$ cat config.mk
export PLATFORM = sky130hd
export DESIGN_NAME = csa_operand_sequencer_flat
export DESIGN_NICKNAME = d
export VERILOG_FILES = /design/src/rtl/csa_pkg.sv /design/src/rtl/csa_operand_sequencer_if.sv /design/src/rtl/csa_operand_sequencer_bank.sv /design/src/rtl/csa_operand_sequencer.sv /design/src/flat_wrapper.sv
export SDC_FILE = /design/constraint.sdc
export NUM_CORES = 1
export LEC_CHECK = 0
export ABC_AREA = 1
export CAP_MARGIN = 40
export CELL_PAD_IN_SITES_DETAIL_PLACEMENT = 1
export CELL_PAD_IN_SITES_GLOBAL_PLACEMENT = 1
export CORE_ASPECT_RATIO = 1.5
export CORE_UTILIZATION = 35
export DETAILED_ROUTE_END_ITERATION = 12
export PLACE_DENSITY = 0.87
export SLEW_MARGIN = 10
export SYNTH_ARGS = -nofsm -noshare
export SYNTH_HDL_FRONTEND = slang
export SYNTH_SLANG_ARGS = --single-unit
export TNS_END_PERCENT = 100
$ cat constraint.sdc
create_clock -name clk -period 2.25 [get_ports clk]
set_clock_uncertainty 0.1 [all_clocks]
set_input_delay 0.45 -clock clk [delete_from_list [all_inputs] [get_ports clk]]
set_output_delay 0.45 -clock clk [all_outputs]
set_load 0.01 [all_outputs]
$ cat src/rtl/csa_pkg.sv
// csa_pkg: shared types and constants for the nine-operand CSA sequencer.
package csa_pkg;
    typedef enum logic [1:0] {LOAD, CALC, DONE} state_t;
    localparam int OP_W = 16;
    localparam int SUM_W = 20;
    localparam int N_OPS = 9;
    localparam logic [SUM_W-1:0] MAX_SUM = 20'h8FFF7;
endpackage

$ cat src/rtl/csa_operand_sequencer_if.sv
// csa_operand_sequencer_if: operand input stream and result output stream.
interface csa_operand_sequencer_if;
    import csa_pkg::*;
    logic in_valid;
    logic in_ready;
    logic [OP_W-1:0] in_data;
    logic out_valid;
    logic out_ready;
    logic [SUM_W-1:0] out_sum;
    logic out_cout;
    modport master(output in_valid, in_data, out_ready, input in_ready, out_valid, out_sum, out_cout);
    modport slave(input in_valid, in_data, out_ready, output in_ready, out_valid, out_sum, out_cout);
endinterface

$ cat src/rtl/csa_operand_sequencer_bank.sv
// operand_bank: nine operand registers written one at a time by index.
module operand_bank
    import csa_pkg::*;
(
    input  logic clk,
    input  logic rst,
    input  logic we,
    input  logic [3:0] idx,
    input  logic [OP_W-1:0] d,
    output logic [N_OPS-1:0][OP_W-1:0] q
);
    always_ff @(posedge clk) begin
        if (rst) q <= '0;
        else for (int i = 0; i < N_OPS; i++) if (we && idx == 4'(i)) q[i] <= d;
    end
endmodule

$ cat src/rtl/csa_operand_sequencer.sv
// csa_operand_sequencer: loads nine operands for the external CSA tree and
// captures its result after one settle cycle, returning it over a stream.
module csa_operand_sequencer
    import csa_pkg::*;
(
    input  logic clk,
    input  logic rst,
    csa_operand_sequencer_if.slave s,
    output logic [OP_W-1:0] op1,
    output logic [OP_W-1:0] op2,
    output logic [OP_W-1:0] op3,
    output logic [OP_W-1:0] op4,
    output logic [OP_W-1:0] op5,
    output logic [OP_W-1:0] op6,
    output logic [OP_W-1:0] op7,
    output logic [OP_W-1:0] op8,
    output logic [OP_W-1:0] op9,
    input  logic [SUM_W-1:0] adder_sum,
    input  logic adder_cout,
    output logic busy,
    output logic [3:0] count
);
    state_t state;
    logic [N_OPS-1:0][OP_W-1:0] ops;
    logic we;

    // in_ready is registered high exactly while in LOAD, so it gates nothing extra here
    assign we = state == LOAD && s.in_valid;

    operand_bank bank (.clk(clk), .rst(rst), .we(we), .idx(count), .d(s.in_data), .q(ops));

    assign {op9, op8, op7, op6, op5, op4, op3, op2, op1} = ops;

    always_ff @(posedge clk) begin
        if (rst) begin
            state <= LOAD;
            count <= '0;
            s.out_sum <= '0;
            s.out_cout <= 1'b0;
            s.in_ready <= 1'b1;
            s.out_valid <= 1'b0;
            busy <= 1'b0;
        end else begin
            case (state)
                LOAD: if (s.in_valid) begin
                    count <= count + 4'd1;
                    if (count == 4'(N_OPS - 1)) begin
                        state <= CALC;
                        s.in_ready <= 1'b0;
                        busy <= 1'b1;
                    end
                end
                CALC: begin
                    s.out_sum <= adder_sum;
                    s.out_cout <= adder_cout;
                    s.out_valid <= 1'b1;
                    state <= DONE;
                end
                DONE: if (s.out_ready) begin
                    state <= LOAD;
                    count <= '0;
                    s.out_valid <= 1'b0;
                    s.in_ready <= 1'b1;
                    busy <= 1'b0;
                end
                default: state <= LOAD;
            endcase
        end
    end
endmodule

$ cat src/flat_wrapper.sv
// flat-port wrapper written by rule: the top's interface ports become plain ports
module csa_operand_sequencer_flat import csa_pkg::*;
  (clk, rst, op1, op2, op3, op4, op5, op6, op7, op8, op9, adder_sum, adder_cout, busy, count, s_in_valid, s_in_data, s_out_ready, s_in_ready, s_out_valid, s_out_sum, s_out_cout);
  csa_operand_sequencer_if s_i ();
  input  logic clk;
  input  logic rst;
  output logic [OP_W-1:0] op1;
  output logic [OP_W-1:0] op2;
  output logic [OP_W-1:0] op3;
  output logic [OP_W-1:0] op4;
  output logic [OP_W-1:0] op5;
  output logic [OP_W-1:0] op6;
  output logic [OP_W-1:0] op7;
  output logic [OP_W-1:0] op8;
  output logic [OP_W-1:0] op9;
  input  logic [SUM_W-1:0] adder_sum;
  input  logic adder_cout;
  output logic busy;
  output logic [3:0] count;
  input wire logic [$bits(s_i.in_valid)-1:0] s_in_valid;
  input wire logic [$bits(s_i.in_data)-1:0] s_in_data;
  input wire logic [$bits(s_i.out_ready)-1:0] s_out_ready;
  output wire logic [$bits(s_i.in_ready)-1:0] s_in_ready;
  output wire logic [$bits(s_i.out_valid)-1:0] s_out_valid;
  output wire logic [$bits(s_i.out_sum)-1:0] s_out_sum;
  output wire logic [$bits(s_i.out_cout)-1:0] s_out_cout;
  assign s_i.in_valid = s_in_valid;
  assign s_i.in_data = s_in_data;
  assign s_i.out_ready = s_out_ready;
  assign s_in_ready = s_i.in_ready;
  assign s_out_valid = s_i.out_valid;
  assign s_out_sum = s_i.out_sum;
  assign s_out_cout = s_i.out_cout;
  csa_operand_sequencer u_core (.clk(clk), .rst(rst), .s(s_i), .op1(op1), .op2(op2), .op3(op3), .op4(op4), .op5(op5), .op6(op6), .op7(op7), .op8(op8), .op9(op9), .adder_sum(adder_sum), .adder_cout(adder_cout), .busy(busy), .count(count));
endmodule
; Word level (Yosys, flattened, before mapping)
; Index checks and enable logic that the tools add are counted.
[word_totals]
regBits = 174
output_inout_bits = 172
word_cells = 64
[classes]
n_addsub = 1
n_eq_ne = 13
mux = 16
n_reduce_logical = 18
[ops]
columns = operator, n
row1 = $eq 4x3->1 const B, 4
row2 = $logic_and 1x1->1, 10
row3 = $eq 4x2->1 const B, 2
row4 = $mux 4, 2
row5 = $pmux 4 s2, 1
row6 = $mux 1, 6
row7 = $mux 2, 3
row8 = $ne 2x2->1 const B, 3
row9 = $pmux 1 s2, 3
row10 = $pmux 2 s3, 1
row11 = $reduce_and 3->1, 2
row12 = $add 4x1->4 const B, 1
row13 = $eq 4x1->1 const B, 1
row14 = $eq 4x4->1 const B, 1
row15 = $logic_not 4->1, 1
row16 = $reduce_and 4->1, 1
row17 = $reduce_bool 2->1, 2
row18 = $eq 2x1->1 const B, 1
row19 = $eq 2x2->1 const B, 1
row20 = $logic_not 2->1, 1
row21 = $reduce_and 2->1, 1

; Longest topological paths before layout
; Gate-level depths: netlist of the first run.
[logic_depth]
ltp_word = 4
depth_mapped = 8
ltp_nobuf = 8

; Cells and area by module
; Synthesis of the first run repeated with hierarchy kept, for this count alone.
[unflattened]
cells_unflattened = 985
area_unflattened_um2 = 6896.6
[by_module_without_submodules]
columns = mod, n_inst, cells_each, area_per_inst_um2, seq_area_each_um2
row1 = operand_bank, 1, 840, 5688.0, 2882.8
row2 = csa_operand_sequencer, 1, 145, 1208.7, 600.6

; Worst setup path before layout of the first run
; Ideal clock, no wire load.
[synth_path]
kind = flip-flop to flip-flop
startpoint = register u_core.count[0]
endpoint = register u_core.bank.q[123] (netlist name)
setup_time_ps = 113
arrival_time_ps = 1302
required_time_ps = 2037
path_slack_ps = 736
path_stages_with_launch = 8
n_path_buf = 1
period_less_slack_ps = 1514
path_cell_list = dfxtp_1 > ha_1 > nand3_1 > nor2_8 > buf_4 > nand2_1 > nand2_1 > nor2_1
[synth_via]
elab_chain_cells = 2
[synth_rtl]
columns = element, line
row1 = "start, declared", csa_operand_sequencer.sv:21  ; output logic [3:0] count
row2 = "start signal, assigned", csa_operand_sequencer.sv:46  ; count <= count + 4'd1;
row3 = $eq 4x3->1, csa_operand_sequencer_bank.sv:14  ; else for (int i = 0; i < N_OPS; i++) if (we && idx == 4'(i)) q[i] <= d;
row4 = $logic_and 1x1->1, csa_operand_sequencer_bank.sv:14
row5 = "end signal, assigned", csa_operand_sequencer_bank.sv:13  ; if (rst) q <= '0;
row6 = "end, declared", csa_operand_sequencer_bank.sv:10  ; output logic [N_OPS-1:0][OP_W-1:0] q
; No other way between the ends.
; A chain may end at the register's enable or synchronous reset.

; Final worst setup path of the first run
[layout_path]
startpoint = register u_core.count[2]
endpoint = output port count[2]
[layout_lines]
columns = element, line
row1 = "end, declared", flat_wrapper.sv:19  ; output logic [3:0] count;
; No word-level cell between the ends.

==> results.txt, run 1 <==
----------------------------------------------------
[Synthesis]
  Top flip-flop cell by instance count after synthesis ... dfxtp_1
  Most common library cells after synthesis ... nor2_1, nand2_1, dfxtp_1, o21ai_0, buf_4
  Area contributors post-synth ... dfxtp_1, nor2_1, nand2_1
  Share of the yosys chip area belonging to registers ... 0.516
  Average cell area after synthesis ... 7.09 um2
  Number of flip-flops and latches in the synthesized netlist ... 174
  EDFF count, synth ... 0
  Number of distinct library cells after synthesis ... 18
  Cell count after synthesis ... 952
  Post-Syn Area ... 6750 um2
  Most area-hungry cell type in the Yosys netlist ... dfxtp_1
  Fraction of synthesized cell area taken by the top area cell type ... 0.516
  Syn Nets ... 997
  Most numerous cell in the Yosys netlist ... nor2_1
  Synth Warn # ... 0
  Share of flip-flops with an asynchronous set or reset after synthesis ... 0

[GRT]
  Global-route wire length before repair ... 34700 um
  Initial antenna violation count ... 0
  Maximum number of pins on one net before global-route repair ... 80
  Total grt overflow ... 0
  Aggregate global-route resource usage ... 0.236
  Via count of the first global-routing pass ... 6476

[CTS]
  Bufs on Longest Clock Path ... 2
  Setup fix buffers added after clock tree synthesis ... 0
  Root buffer cell ... clkbuf_16
  Num Clock Sinks ... 174
  CTS tree ... built
  Clk slew on worst S/H paths ... 0.07 ns
  Clock latency on the worst-skew pair ... 0.43 ns
  Total of cells resized after clock tree synthesis ... 0
  Total CTS buffers ... 17
  Number of hold-repair buffers added at the cts stage ... 0
  CTS H-tree depth ... 4

[Worst setup path]
  Critical path launch point type ... register
  WS Path Type ... register to output pin
  Worst stage delay on the critical path ... 0.63 ns
  Critical Path End Type ... output pin
  Reg2reg start ... u_core.count[0]$_SDFFE_PP0P_
  Required time at the endpoint of the critical path ... 1.70 ns
  Worst path cell trace ... clkdlybuf4s50_1
  Worst R2R Setup Slack ... 0.44 ns
  CP max stage cell ... clkdlybuf4s50_1
  Worst setup path startpoint ... u_core.count[2]$_SDFFE_PP0P_
  Critical path fanouts, max ... 9
  Number of cells on the worst reg-to-reg path ... 6
  Number of cells on the critical path ... 1
  Delay-heaviest family, CP ... buffers and inverters
  Crit path buf inv count ... 1
  Crit path arrival time ... 1.55 ns

[Layout]
  Final standard cell utilization of the core ... 0.513
  Ratio of cells with drive above 1 in the final layout ... 0.0525
  Antenna Cells ... 0
  Growth of design area from synthesis to finish ... 42.3%
  Count of placed standard cells in the final layout, fillers left out ... 1415
  Layout Nets ... 1195

[STA]
  Relative slew margins ... 0.514
  Number of endpoints failing setup at the final stage ... 0
  Unrepaired setup endpoints after global routing ... no
  Number of endpoints with negative hold slack in the final report ... 0
  Final hold slack ... 0.375 ns
  Slew of the pin with the lowest slew margin ... 0.728 ns
  Achievable frequency ... 476 MHz
  Total negative slack for setup checks ... 0 ns
  Part of the cycle the worst path needs ... 0.934
  Fin. max-slew vios ... 0
  Crit path time final ... 2.10 ns

[Placed design]
  Detailed-placement wirelength estimate ... 15700 um
  Placer congestion estimate ... 0.772
  Port bufs ... 212
  Number of cells after detailed placement ... 1383

[Route]
  Starting DRC count in detailed routing ... 355
  Iteration count of the initial detailed-routing pass ... 4
  Via/cell ratio ... 4.60
  Count of vias placed by the detailed router ... 6510
  Total length of routed wires ... 22500 um
  Residual DRC count ... 0
  Detail Route Antenna Nets ... 0
  DR WL/cell ... 15.9 um

[Worst hold path]
  Start point of the worst min-delay path ... u_core.s.out_valid$_SDFFE_PP0P_
  Hold depth ... 2
  Worst min-delay path class ... register to register

[Power and ir drop]
  Leakage power total ... 3.94 nW
  IR drop worst, VDD ... 0.401 mV
  Cell area power density ... 683 nW/um2

[Floorplan]
  Effective utilization at floorplan ... 0.361
  Top-level I/O count ... 213
  Placeable Area ... 18700 um2
  Die footprint ... 19800 um2
  Site Rows ... 61
  Die boundary width ... 115 um
  Vertical die dimension ... 172 um

[Run status]
  Status ... complete, no violations

[Job]
  Total of max-cap violations ... 0

----------------------------------------------------
## placed cells by master (no fill, tap or decap)
cell / n
nor2_1: 337
nand2_1: 305
clkdlybuf4s50_1: 212
dfxtp_1: 174
o21ai_0: 21
clkbuf_16: 17
clkinv_1: 16
inv_1: 14
buf_4: 13
nand3_1: 12
nor2_8: 6
a21oi_1: 6
clkinv_4: 5
buf_12: 5
nor2_2: 4
ha_1: 4
clkinv_2: 3
clkinvlp_4: 3
clkbuf_8: 2
nand2_4: 1
inv_4: 1
inv_6: 1
clkbuf_1: 1
## worst paths after layout
| path | endpoint |
|---|---|
| setup reg to reg | u_core.bank.q[125]$_SDFFE_PP0P_ |
| hold reg to reg | u_core.s.out_valid$_SDFFE_PP0P_ |
| setup / recovery | count[2] |
| hold / removal | u_core.s.out_valid$_SDFFE_PP0P_ |
## power breakdown
group	switching (mW)	internal [mW]
clock	1.27	1.48
sequential	0.0391	3.14
combinational	0.353	0.280
total	1.66	4.90
## cell families (layout without fill, tap and decap cells)
logic type	after synthesis	after routing	synth area share
flops	174	174	0.516
fa+ha+maj	4	4	0.00742
buf+inv	82	293	0.0668
compound gates	27	27	0.0200
simple gates	665	665	0.389
## layer usage
layer,GRT usage,vias up,share of wire
met1,0.253,3063,0.39
met2,0.433,176,0.53
met5,0,-,0
met4,0.0988,0,0.027
li1,-,3237,-
met3,0.0592,34,0.051
## sequential cells by signal (all words and copies together) (netlist names)
register / flops
u_core.bank.q: 144
u_core.state: 2
u_core.count: 4
u_core.s.out_cout: 1
u_core.s.out_sum: 20
u_core.s.out_valid: 1
u_core.busy: 1
u_core.s.in_ready: 1
## per-stage QoR
stage,power [mW],setup slack (ns),instance area (um2)
after CTS,6.62,0.115,9600
after global placement,3.87,0.156,9050
final,6.56,0.148,9600
after detailed placement,3.89,0.0708,9050
after global routing,6.80,0.0557,9600
after floorplan,3.56,0.736,6750
## area by class of cell
| type | instances | area, um2 |
|---|---|---|
| Clock inverter | 12 | 90.1 |
| Clock buffer | 20 | 457 |
| Sequential cell | 174 | 3480 |
| Fill cell | 2353 | 9100 |
| Multi-Input combinational cell | 696 | 2810 |
| Tap cell | 252 | 315 |
| Inverter | 31 | 119 |
| Timing Repair Buffer | 230 | 2320 |
Power figures use the tool's default switching activity.
==> inputs of run 2 (changes only) <==
- CORE_UTILIZATION: 35 -> 29
- PLACE_DENSITY: 0.87 -> 0.78
- RECOVER_POWER: unset -> 50
- clock period: 2.25 -> 1.9 ns (I/O delays scaled with it)
==> run 2 against run 1 <==
Against the previous run: clock power increased by 18%; register-to-register slack got worse by 0.30 ns; hold slack got worse by 0.00091 ns; final area increased by 2.1%; critical endpoint is now op9[1]; highest routed layer unchanged.
==> results.txt, run 2 (same netlist as run 1, synthesis figures left out) <==
----------------------------------------------------
[Run status]
  Status ... complete, no violations (unchanged)

[Layout]
  Growth of design area from synthesis to finish ... 45.3% (was 42.3%)
  Max FFs per register ... 144 (unchanged)
  Largest registers ranked by flip-flop count ... u_core.bank.q x144, u_core.s.out_sum x20, u_core.count x4 (unchanged)
  Reg area ... 3490 um2 (was 3480 um2)
  Antenna Cells ... 0 (unchanged)
  Commonest cells after routing, fill and taps aside ... nor2_1, nand2_1, clkdlybuf4s50_1 (unchanged)
  Final standard cell utilization of the core ... 0.428 (was 0.513)
  Most common cell after layout, fill and taps aside ... nor2_1 (unchanged)
  Total area of multi-input combinational cells ... 2800 um2 (was 2810 um2)
  Layout Nets ... 1214 (was 1195)
  Ratio of cells with drive above 1 in the final layout ... 0.0678 (was 0.0525)
  Register with the most flip-flops ... u_core.bank.q (unchanged)
  Number of fill cells ... 2820 (was 2353)

[GRT]
  Maximum number of pins on one net before global-route repair ... 61 (was 80)
  Total grt overflow ... 0 (unchanged)
  Initial antenna violation count ... 0 (unchanged)
  Via count of the first global-routing pass ... 6544 (was 6476)
  Global-route wire length before repair ... 35600 um (was 34700 um)
  Aggregate global-route resource usage ... 0.198 (was 0.236)

[Worst setup path]
  Critical Path End Type ... output pin (unchanged)
  RR Endpoint ... u_core.bank.q[81]$_SDFFE_PP0P_ (was u_core.bank.q[125]$_SDFFE_PP0P_)
  Worst path cell trace ... clkdlybuf4s50_1 (unchanged)
  Worst setup path startpoint ... u_core.bank.q[129]$_SDFFE_PP0P_ (was u_core.count[2]$_SDFFE_PP0P_)
  Crit path arrival time ... 1.36 ns (was 1.55 ns)
  Required time at the endpoint of the critical path ... 1.42 ns (was 1.70 ns)
  CP max stage cell ... clkdlybuf4s50_1 (unchanged)
  Worst R2R Setup Slack ... 0.14 ns (was 0.44 ns)
  Delay-heaviest family, CP ... buffers and inverters (unchanged)
  WS Path Type ... register to output pin (unchanged)
  Critical path fanouts, max ... 2 (was 9)
  Reg2reg start ... u_core.count[0]$_SDFFE_PP0P_ (unchanged)
  Number of cells on the worst reg-to-reg path ... 7 (was 6)
  Crit path buf inv count ... 1 (unchanged)
  Worst stage delay on the critical path ... 0.56 ns (was 0.63 ns)
  Critical path launch point type ... register (unchanged)

[Placed design]
  Placer congestion estimate ... 0.767 (was 0.772)
  Detailed-placement wirelength estimate ... 16500 um (was 15700 um)
  Port bufs ... 212 (unchanged)

[Power and ir drop]
  Leakage power total ... 4.04 nW (was 3.94 nW)
  Cell area power density ... 793 nW/um2 (was 683 nW/um2)
  IR drop worst, VDD ... 0.542 mV (was 0.401 mV)

[CTS]
  CTS H-tree depth ... 4 (unchanged)
  Clock latency on the worst-skew pair ... 0.42 ns (was 0.43 ns)
  CTS tree ... built (unchanged)
  Num Clock Sinks ... 174 (unchanged)
  Bufs on Longest Clock Path ... 2 (unchanged)
  Setup fix buffers added after clock tree synthesis ... 0 (unchanged)
  Total CTS buffers ... 17 (unchanged)
  Root buffer cell ... clkbuf_16 (unchanged)
  Clk slew on worst S/H paths ... 0.06 ns (was 0.07 ns)

[STA]
  Crit path time final ... 1.84 ns
  Number of endpoints with negative hold slack in the final report ... 0 (unchanged)
  Unrepaired setup endpoints after global routing ... no (unchanged)
  Slew of the pin with the lowest slew margin ... 0.714 ns (was 0.728 ns)
  Relative slew margins ... 0.524 (was 0.514)
  Fin. max-slew vios ... 0 (unchanged)
  Part of the cycle the worst path needs ... 0.970
  Total negative slack for setup checks ... 0 ns (unchanged)
  Achievable frequency ... 542 MHz
  Number of endpoints failing setup at the final stage ... 0 (unchanged)

[Route]
  DR WL/cell ... 15.7 um (was 15.9 um)
  Met1 Routed Length ... 9000 um (was 8800 um)
  Residual DRC count ... 0 (unchanged)
  Via/cell ratio ... 4.48 (was 4.60)
  Starting DRC count in detailed routing ... 322 (was 355)
  DR WL met3 ... 1130 um (was 1150 um)
  Total length of routed wires ... 22900 um (was 22500 um)
  Iteration count of the initial detailed-routing pass ... 4 (unchanged)
  Count of vias placed by the detailed router ... 6543 (was 6510)
  Detail Route Antenna Nets ... 0 (unchanged)
  Total length of routed met2 wires ... 12000 um (was 11900 um)
  Highest signal layer in the routed design ... met4 (unchanged)

[Worst hold path]
  Destination of the worst hold path ... u_core.s.out_valid$_SDFFE_PP0P_ (unchanged)
  Worst min-delay path class ... register to register (unchanged)
  Hold depth ... 2 (unchanged)
  Start point of the worst min-delay path ... u_core.s.out_valid$_SDFFE_PP0P_ (unchanged)

[Floorplan]
  Die boundary width ... 127 um (was 115 um)
  Effective utilization at floorplan ... 0.295 (was 0.361)
  Site Rows ... 68 (was 61)
  Vertical die dimension ... 189 um (was 172 um)
  Die footprint ... 23900 um2 (was 19800 um2)
  Placeable Area ... 22900 um2 (was 18700 um2)
  Top-level I/O count ... 213 (unchanged)

[Job]
  Total of max-cap violations ... 0 (unchanged)

----------------------------------------------------
[run 2: layout make-up]
type	count	share of cell area
flip-flops and latches	174	0.356
multi-input cells	696	0.285
repair buffers	249	0.256
clock buffers	24	0.0512
well taps	280	0.0358
inverters	31	0.0121
clock inverters	6	0.00358
[run 2: layer usage]
metal | vias up | GRT usage
met1 | 3054 | 0.211
met5 | - | 0
met4 | 0 | 0.0931
li1 | 3275 | -
met3 | 41 | 0.0477
met2 | 173 | 0.364
[run 2: power by group]
group,switching [mW],total (mW),internal (mW)
clock network,1.41,3.23,1.82
logic,0.420,0.767,0.348
registers,0.0491,3.77,3.72
total,1.88,7.77,5.90
[run 2: per-stage QoR]
step           instances  hold slack (ns)  power (mW)  cell area [um2]  worst slack [ns]
6_report            1460            0.374        7.77             9800            0.0565
5_1_grt             1460            0.396        8.10             9800           0.00825
4_1_cts             1460            0.380        7.88             9880           0.00869
3_5_place_dp        1430            0.365        4.65             9340          -0.00579
3_3_place_gp        1430            0.356        4.63             9340            0.0285
2_1_floorplan        952            0.349        4.21             6750             0.386
[run 2: worst max path at each step]
| stage | endpoint | cells past startpoint |
|---|---|---|
| 2_1_floorplan | u_core.bank.q[123]$_SDFFE_PP0P_ | 7 |
| 5_1_grt | op3[2] | 1 |
| 3_3_place_gp | u_core.bank.q[142]$_SDFFE_PP0P_ | 7 |
| 4_1_cts | count[1] | 1 |
| 6_report | op9[1] | 1 |
| 3_5_place_dp | u_core.bank.q[142]$_SDFFE_PP0P_ | 7 |
[run 2: timing repair]
item / 4_1_cts / 5_1_grt
setup endpoints to repair: 5 / 2
endpoints found under the hold margin: 0 / 0
resized for setup: 7 / 2
hold buffers: 0 / 0
==> inputs of run 3 (changes only) <==
- CORE_UTILIZATION: 29 -> 30
- CTS_BUF_LIST: unset -> sky130_fd_sc_hd__clkbuf_2 sky130_fd_sc_hd__clkbuf_4 sky130_fd_sc_hd__clkbuf_8
- PLACE_DENSITY: 0.78 -> 0.8
==> run 3 against run 2 <==
Against the previous run: global-route usage up 0.091 points; cell count decreased by 0.27%; die area is 3.3% lower; via count decreased by 0.73%; sequential share of layout area rose by 0.88 points; largest cell class unchanged; critical endpoint is now op2[0]; worst setup slack gained 0.0049 ns.
==> results.txt, run 3 (same netlist as run 1, synthesis figures left out) <==
----------------------------------------------------
[Layout]
  Antenna Cells ... 0 (unchanged)
  Largest registers ranked by flip-flop count ... u_core.bank.q x144, u_core.s.out_sum x20, u_core.count x4 (unchanged)
  Most common cell after layout, fill and taps aside ... nor2_1 (unchanged)
  Ratio of cells with drive above 1 in the final layout ... 0.0693 (was 0.0678)
  Register with the most flip-flops ... u_core.bank.q (unchanged)
  Growth of design area from synthesis to finish ... 41.7% (was 45.3%)
  Max FFs per register ... 144 (unchanged)
  Final standard cell utilization of the core ... 0.437 (was 0.428)
  Layout Nets ... 1216 (was 1214)
  Commonest cells after routing, fill and taps aside ... nor2_1, nand2_1, dfxtp_1 (was nor2_1, nand2_1, clkdlybuf4s50_1)
  Number of fill cells ... 2740 (was 2820)
  Count of placed standard cells in the final layout, fillers left out ... 1456 (was 1460)

[Route]
  Residual DRC count ... 0 (unchanged)
  Iteration count of the initial detailed-routing pass ... 4 (unchanged)
  Count of vias placed by the detailed router ... 6495 (was 6543)
  Detail Route Antenna Nets ... 0 (unchanged)
  Starting DRC count in detailed routing ... 312 (was 322)
  Via/cell ratio ... 4.46 (was 4.48)
  DR WL/cell ... 15.7 um (about the same)
  Total length of routed wires ... 22900 um (about the same)

[STA]
  Crit path time final ... 1.84 ns (about the same)
  Part of the cycle the worst path needs ... 0.968 (was 0.970)
  Relative slew margins ... 0.526 (was 0.524)
  Slew of the pin with the lowest slew margin ... 0.710 ns (was 0.714 ns)
  Fin. max-slew vios ... 0 (unchanged)
  Total negative slack for setup checks ... 0 ns (unchanged)
  Number of endpoints failing setup at the final stage ... 0 (unchanged)
  Number of endpoints with negative hold slack in the final report ... 0 (unchanged)
  Achievable frequency ... 544 MHz (was 542 MHz)

[Placed design]
  Placer congestion estimate ... 0.759 (was 0.767)
  Detailed-placement wirelength estimate ... 16300 um (was 16500 um)
  Number of cells after detailed placement ... 1424 (was 1430)
  Port bufs ... 212 (unchanged)

[Worst setup path]
  Worst setup path end ... op2[0] (was op9[1])
  CP max stage cell ... clkdlybuf4s50_1 (unchanged)
  Critical path fanouts, max ... 2 (unchanged)
  Number of cells on the worst reg-to-reg path ... 8 (was 7)
  Crit path buf inv count ... 1 (unchanged)
  Number of cells on the critical path ... 1 (unchanged)
  Critical path launch point type ... register (unchanged)
  Delay-heaviest family, CP ... buffers and inverters (unchanged)
  Required time at the endpoint of the critical path ... 1.42 ns (about the same)
  Critical Path End Type ... output pin (unchanged)
  Worst R2R Setup Slack ... 0.14 ns (about the same)
  Worst path cell trace ... clkdlybuf4s50_1 (unchanged)
  Reg2reg start ... u_core.state[1]$_SDFFE_PP0P_ (was u_core.count[0]$_SDFFE_PP0P_)
  RR Endpoint ... u_core.bank.q[50]$_SDFFE_PP0P_ (was u_core.bank.q[81]$_SDFFE_PP0P_)
  Crit path arrival time ... 1.36 ns (about the same)
  Worst setup path startpoint ... u_core.bank.q[16]$_SDFFE_PP0P_ (was u_core.bank.q[129]$_SDFFE_PP0P_)
  Worst stage delay on the critical path ... 0.57 ns (was 0.56 ns)
  WS Path Type ... register to output pin (unchanged)

[GRT]
  Total grt overflow ... 0 (unchanged)
  Aggregate global-route resource usage ... 0.199 (was 0.198)
  Global-route wire length before repair ... 35100 um (was 35600 um)
  Via count of the first global-routing pass ... 6332 (was 6544)
  Maximum number of pins on one net before global-route repair ... 43 (was 61)
  Initial antenna violation count ... 0 (unchanged)

[Worst hold path]
  Start point of the worst min-delay path ... u_core.s.out_valid$_SDFFE_PP0P_ (unchanged)
  Worst min-delay path class ... register to register (unchanged)

[Power and ir drop]
  Cell area power density ... 750 nW/um2 (was 793 nW/um2)
  Leakage power total ... 4.05 nW (was 4.04 nW)
  IR drop worst, VDD ... 0.511 mV (was 0.542 mV)

[CTS]
  Setup fix buffers added after clock tree synthesis ... 0 (unchanged)
  Num Clock Sinks ... 174 (unchanged)
  Clk slew on worst S/H paths ... 0.10 ns (was 0.06 ns)
  Bufs on Longest Clock Path ... 2 (unchanged)
  Root buffer cell ... clkbuf_8 (was clkbuf_16)
  CTS tree ... built (unchanged)
  Clock latency on the worst-skew pair ... 0.46 ns (was 0.42 ns)
  Total CTS buffers ... 17 (unchanged)
  CTS H-tree depth ... 4 (unchanged)

[Floorplan]
  Die boundary width ... 124 um (was 127 um)
  Die footprint ... 23100 um2 (was 23900 um2)
  Placeable Area ... 21900 um2 (was 22900 um2)
  Site Rows ... 66 (was 68)
  Effective utilization at floorplan ... 0.308 (was 0.295)
  Vertical die dimension ... 186 um (was 189 um)
  Top-level I/O count ... 213 (unchanged)

[Job]
  Total of max-cap violations ... 0 (unchanged)

[Run status]
  Status ... complete, no violations (unchanged)

----------------------------------------------------
[run 3: cell count changes in the layout (fill, tap and decap cells not counted), sizes merged]
cell	previous run	this run
bufinv	0	2
dlygate4sd2	2	37
clkinv	20	22
clkbuf	28	39
clkinvlp	2	4
buf	33	37
clkdlybuf4s50	208	93
clkdlybuf4s25	2	65
[run 3: what timing repair did]
item                                    in CTS  in global routing
cloned                                       0                  0
endpoints found under the setup margin      38                 82
gates resized for setup                     42                 82
hold buffers                                 0                  0
[run 3: worst min path at each step]
| stage | cells after the start | slack, ns | end |
|---|---|---|---|
| 4_1_cts | 3 | 0.36 | u_core.s.out_sum[15]$_SDFFE_PP0P_ |
| 6_report | 2 | 0.38 | u_core.s.out_valid$_SDFFE_PP0P_ |
| 2_1_floorplan | 1 | 0.35 | u_core.count[0]$_SDFFE_PP0P_ |
| 3_3_place_gp | 2 | 0.35 | u_core.s.out_valid$_SDFFE_PP0P_ |
| 5_1_grt | 3 | 0.36 | u_core.s.out_sum[11]$_SDFFE_PP0P_ |
| 3_5_place_dp | 2 | 0.36 | u_core.busy$_SDFFE_PP0P_ |
[run 3: cell type report]
type,count,area [um2],area share
Multi-Input combinational cell,696,2770,0.290
Sequential cell,174,3490,0.365
Clock inverter,12,139,0.0145
Inverter,31,119,0.0124
Timing Repair Buffer,251,2430,0.255
Clock buffer,20,269,0.0281
Tap cell,272,340,0.0356
[run 3: report_power, final]
part | total, mW | switching (mW) | internal (mW)
clock network | 2.67 | 1.41 | 1.26
registers | 3.77 | 0.0472 | 3.72
logic | 0.737 | 0.420 | 0.317
[run 3: stage by stage]
stage	area [um2]	total power, mW	hold WS (ns)	setup slack [ns]
global route	9560	7.50	0.363	-0.000671
global placement	9370	4.63	0.350	-0.00926
detailed placement	9370	4.66	0.361	-0.0288
finish	9560	7.17	0.380	0.0614
floorplan	6750	4.21	0.349	0.386
CTS	9740	7.30	0.360	0.000196
[run 3: routing by layer]
metal  global-route usage  vias up  wire length (um)
met3               0.0486       22              1020
met2                0.379      165             12300
met1                0.215     3025              9140
met5                    0        -                 0
met4               0.0598        0               412
li1                     -     3283                 -
==> variant 1: new RTL, settings of run 1 <==
Register the output `count` once more, with the module's reset; this adds one clock of latency there. The other outputs are not delayed to match.
--- a/src/rtl/csa_operand_sequencer.sv
+++ b/src/rtl/csa_operand_sequencer.sv
@@ -20,6 +20,8 @@
     output logic busy,
     output logic [3:0] count
 );
+
+    logic [3:0] count_s0;
     state_t state;
     logic [N_OPS-1:0][OP_W-1:0] ops;
     logic we;
@@ -27,14 +29,14 @@
     // in_ready is registered high exactly while in LOAD, so it gates nothing extra here
     assign we = state == LOAD && s.in_valid;
 
-    operand_bank bank (.clk(clk), .rst(rst), .we(we), .idx(count), .d(s.in_data), .q(ops));
+    operand_bank bank (.clk(clk), .rst(rst), .we(we), .idx(count_s0), .d(s.in_data), .q(ops));
 
     assign {op9, op8, op7, op6, op5, op4, op3, op2, op1} = ops;
 
     always_ff @(posedge clk) begin
         if (rst) begin
             state <= LOAD;
-            count <= '0;
+            count_s0 <= '0;
             s.out_sum <= '0;
             s.out_cout <= 1'b0;
             s.in_ready <= 1'b1;
@@ -43,8 +45,8 @@
         end else begin
             case (state)
                 LOAD: if (s.in_valid) begin
-                    count <= count + 4'd1;
-                    if (count == 4'(N_OPS - 1)) begin
+                    count_s0 <= count_s0 + 4'd1;
+                    if (count_s0 == 4'(N_OPS - 1)) begin
                         state <= CALC;
                         s.in_ready <= 1'b0;
                         busy <= 1'b1;
@@ -58,7 +60,7 @@
                 end
                 DONE: if (s.out_ready) begin
                     state <= LOAD;
-                    count <= '0;
+                    count_s0 <= '0;
                     s.out_valid <= 1'b0;
                     s.in_ready <= 1'b1;
                     busy <= 1'b0;
@@ -67,5 +69,13 @@
             endcase
         end
     end
+    always_ff @(posedge clk) begin
+        if (rst) begin
+            count <= '0;
+        end else begin
+            count <= count_s0;
+        end
+    end
+
 endmodule
 
Check against the original RTL: not equivalent (Yosys sat finds a counterexample within 4 cycles, from zero or initial values and one cycle with rst high).
==> variant 1 against run 1 <==
  * Power is 1.8% higher
  * Cell count is 0.49% higher
  * Area after synthesis is 1.5% higher
  * Setup slack better by 0.17 ns
  * Routed wire length is 3.6% higher
  * Final area is 0.73% higher
  * Sequential cell count is 4 higher
  * Die area is 1.5% higher
  * Largest power group unchanged
  * Highest routed layer unchanged
==> variant 1: results <==
group,metric,value,unit
power,combPwrFrac,0.102,
worst_setup_path,r2r-end,"u_core.bank.q[64]",
global_routing,antenna_found_initial,0,
cts,cts_buffers,17,
cts,post_cts_resized,0,
layout,drive_gt1_frac,0.0523,
timing,slew_headroom,0.546,
status,status,"finished, final reports clean",
worst_setup_path,critPathCapture,"op1[6]",
logic_synthesis,synth.yosys.seq_area_share,0.521,
worst_setup_path,critPathMaxStageDelay,0.56,ns
place,port_buffers,212,
logic_synthesis,ys_types,19,
cts,cts.htree.levels,4,
global_routing,grtUsageMet3,0.0486,
logic_synthesis,ys_warn_count,0,
worst_setup_path,r2r_cells,7,
layout,largest_register_ffs,144,
logic_synthesis,async_reset_ff_frac,0,
hold_path,hold_path_class,"flip-flop to flip-flop",
power,switching_share,0.247,
worst_setup_path,r2r_setup_slack,0.39,ns
worst_setup_path,crit_start,"u_core.bank.q[6]",
logic_synthesis,synth_compound_area_frac,0.0197,
drt,routed_wl,23.3,mm
worst_setup_path,path_delay_family,"buffers and inverters",
global_routing,grtUsageMet1,0.245,
drt,routedWlPerCell,16.4,µm
worst_setup_path,crit_arrival,1.38,ns
drt,drtIter0Drc,269,
logic_synthesis,synthTopCellsByArea,"dfxtp_1, nor2_1, nand2_1",
global_routing,grt_max_degree,57,
place,dp_hpwl,16.3,mm
worst_setup_path,r2r-start,"u_core.count_s0[0]",
logic_synthesis,yosys-top-cells-count,"nor2_1, nand2_1, dfxtp_1",
global_routing,grt_util_met2,0.448,
drt,post_drt_via_cell_ratio,4.70,
global_routing,grt_first_pass_wirelength,35.9,mm
layout,fin_nets,1199,
logic_synthesis,synthesis.nets,1001,
worst_setup_path,cp_max_fo,2,
layout,top_regs,"u_core.bank.q (144), u_core.s.out_sum (20)",
global_routing,grt_use_total,0.239,
place,pre_cts_slack,0.0972,ns
power,p_seq,0.00328,W
power,p_seq_frac,0.492,
timing,setup_ws,0.320,ns
place,placed_cell_area,0.00913,mm²
place,routabilityCongestion,0.770,
power,p_leak,3.95,nW
global_routing,grt_pass1_vias,6848,
logic_synthesis,syn_area_per_cell,7.16,µm²
logic_synthesis,synth_fa_ha_area_frac,0.00731,
cts,clockBufferDepth,2,
drt,dr.pass1.iters,4,
place,dp.cells,1391,
power,peakVddDrop,0.378,mV
## variant 1: worst min-delay path by stage
stage | depth (start not counted) | slack, ns | from | to
floorplan | 2 | 0.37 | u_core.s.in_ready | u_core.s.in_ready
global placement | 2 | 0.34 | u_core.s.in_ready | u_core.s.in_ready
detailed placement | 2 | 0.35 | u_core.s.in_ready | u_core.s.in_ready
CTS | 2 | 0.37 | u_core.s.in_ready | u_core.s.in_ready
global route | 2 | 0.39 | u_core.s.in_ready | u_core.s.in_ready
finish | 2 | 0.36 | u_core.s.in_ready | u_core.s.in_ready
## variant 1: cell type report
type                    count  area, µm²
clock buffers              23        478
clock inverters             8       56.3
fillers                  2424       9500
inverters                  28        108
multi-input cells         698       2830
flip-flops and latches    178       3560
well taps                 256        320
repair buffers            231       2310
## variant 1: per-layer routing
layer / share of wire / wire length (µm)
met5: 0 / 0
met4: 0.038 / 879
met3: 0.043 / 1010
met2: 0.54 / 12500
met1: 0.38 / 8850
==> variant 2: new RTL, config.mk and constraints of run 1 <==
Without the edit above. Encoding of `state_t`: now one-hot (3 bits for 3 states).
--- a/src/rtl/csa_pkg.sv
+++ b/src/rtl/csa_pkg.sv
@@ -1,6 +1,6 @@
 // csa_pkg: shared types and constants for the nine-operand CSA sequencer.
 package csa_pkg;
-    typedef enum logic [1:0] {LOAD, CALC, DONE} state_t;
+    typedef enum logic [2:0] {LOAD = 3'b001, CALC = 3'b010, DONE = 3'b100} state_t;
     localparam int OP_W = 16;
     localparam int SUM_W = 20;
     localparam int N_OPS = 9;
Formal check against the unedited RTL: no difference found for any inputs over 10 cycles, from zero or initial values and one cycle with rst high; not proved beyond that.
==> variant 2 against run 1 <==
  * Count of clock-buffer cells in the layout is 4 higher
  * Sequential cell count grew 1
  * Final area shrank 0.29%
  * Cell count fell by 9.8%
  * Combinational power up 23%
  * Setup slack worse by 0.020 ns
  * Power increased by 6.4%
  * Area after synthesis is 1.2% lower
  * Via count grew 3.6%
  * Routed wire length up 11%
  * Largest cell class unchanged
  * Largest power group unchanged
  * Highest routed layer unchanged
==> variant 2: results <==
group,metric,value,unit
status,status,"finished, final reports clean",
timing,hold_ws,0.318,ns
logic_synthesis,synthesis.nets,875,
place,dp.cells,1243,
layout,final_cells,1276,
place,port_buffers,212,
global_routing,grt_first_pass_wirelength,38.6,mm
place,pre_cts_slack,0.118,ns
worst_setup_path,crit_arrival,1.57,ns
logic_synthesis,synth.yosys.seq_area_share,0.526,
hold_path,hold_path_class,"input port to flip-flop",
drt,routedWlPerCell,19.5,µm
logic_synthesis,ys_types,22,
power,peakVddDrop,0.373,mV
layout,fin_nets,1055,
place,dp_hpwl,16.5,mm
logic_synthesis,syn_area_per_cell,8.03,µm²
timing,max_freq,471,MHz
worst_setup_path,critPathSlowestCell,"clkdlybuf4s50_1",
layout,top_regs,"u_core.bank.q (144), u_core.s.out_sum (20), u_core.count (4)",
power,combPwrFrac,0.112,
timing,slew_headroom,0.597,
power,p_leak,3.40,nW
place,routabilityCongestion,0.777,
global_routing,grt_max_degree,106,
power,internal-power,0.00520,W
logic_synthesis,yosys-top-cells-count,"dfxtp_1, o21ai_0, a21oi_1, nand2_1, nor2_1",
global_routing,antenna_found_initial,1,
global_routing,grt_pass1_vias,6865,
logic_synthesis,synthTopCellsByArea,"dfxtp_1, o21ai_0, a21oi_1",
worst_setup_path,cp_max_fo,7,
layout,drive_gt1_frac,0.0753,
drt,post_drt_via_cell_ratio,5.29,
place,placed_cell_area,0.00898,mm²
power,switching_share,0.255,
power,clkPwrFrac,0.425,
drt,drtIter0Drc,362,
cts,clockBufferDepth,2,
==> variant 2: cell count changes in the layout (fill, tap and decap cells not counted), sizes merged, moves of 2 or more <==
cell	delta
a21oi	+101
bufinv	+2
buf	+10
nand3	+32
nor2	-266
o21ai	+127
nand2	-195
clkinv	-20
clkbuf	+4
nor3	+65
==> variant 2: final timing paths <==
kind / start / end / cells after the start
max: u_core.count[3] / count[3] / 1
min: rst / u_core.state[0] / 3
max reg2reg: u_core.count[2] / u_core.bank.q[67] / 6
min reg2reg: u_core.s.out_sum[12] / u_core.s.out_sum[12] / 2
==> variant 2: kinds of logic (layout without fill, tap and decap cells) <==
group | after synthesis | in the layout | share of synthesized area
adder cells (fa/ha/maj) | 4 | 4 | 0.00751
AO/OA/AOI/OAI | 256 | 256 | 0.193
buffers and inverters | 93 | 286 | 0.0661
flip-flops | 175 | 175 | 0.526
other | 0 | 1 | 0
AND/OR/NAND/NOR | 302 | 302 | 0.208
==> variant 2: final cells by class <==
| type | count | area (µm²) |
|---|---|---|
| fill | 2228 | 9050 |
| sequential | 175 | 3500 |
| multi-input combinational | 562 | 2730 |
| timing repair buffer | 239 | 2370 |
| clock buffer | 24 | 482 |
| tap | 252 | 315 |
| clock inverter | 8 | 106 |
| inverter | 15 | 56.3 |
| antenna | 1 | 2.50 |
==> variant 2: routing by layer <==
layer  wire [µm]  vias up  GRT usage
li1            -     3165          -
met1        9350     3310      0.276
met2       13100      213      0.472
met3        1450       58     0.0705
met4         988        0      0.132
met5           0        -          0
==> variant 2: timing repair <==
| action | CTS | global route |
|---|---|---|
| buffers inserted | 0 | 0 |
| endpoints found under the setup margin | 0 | 1 |
| gates resized for setup | 0 | 1 |
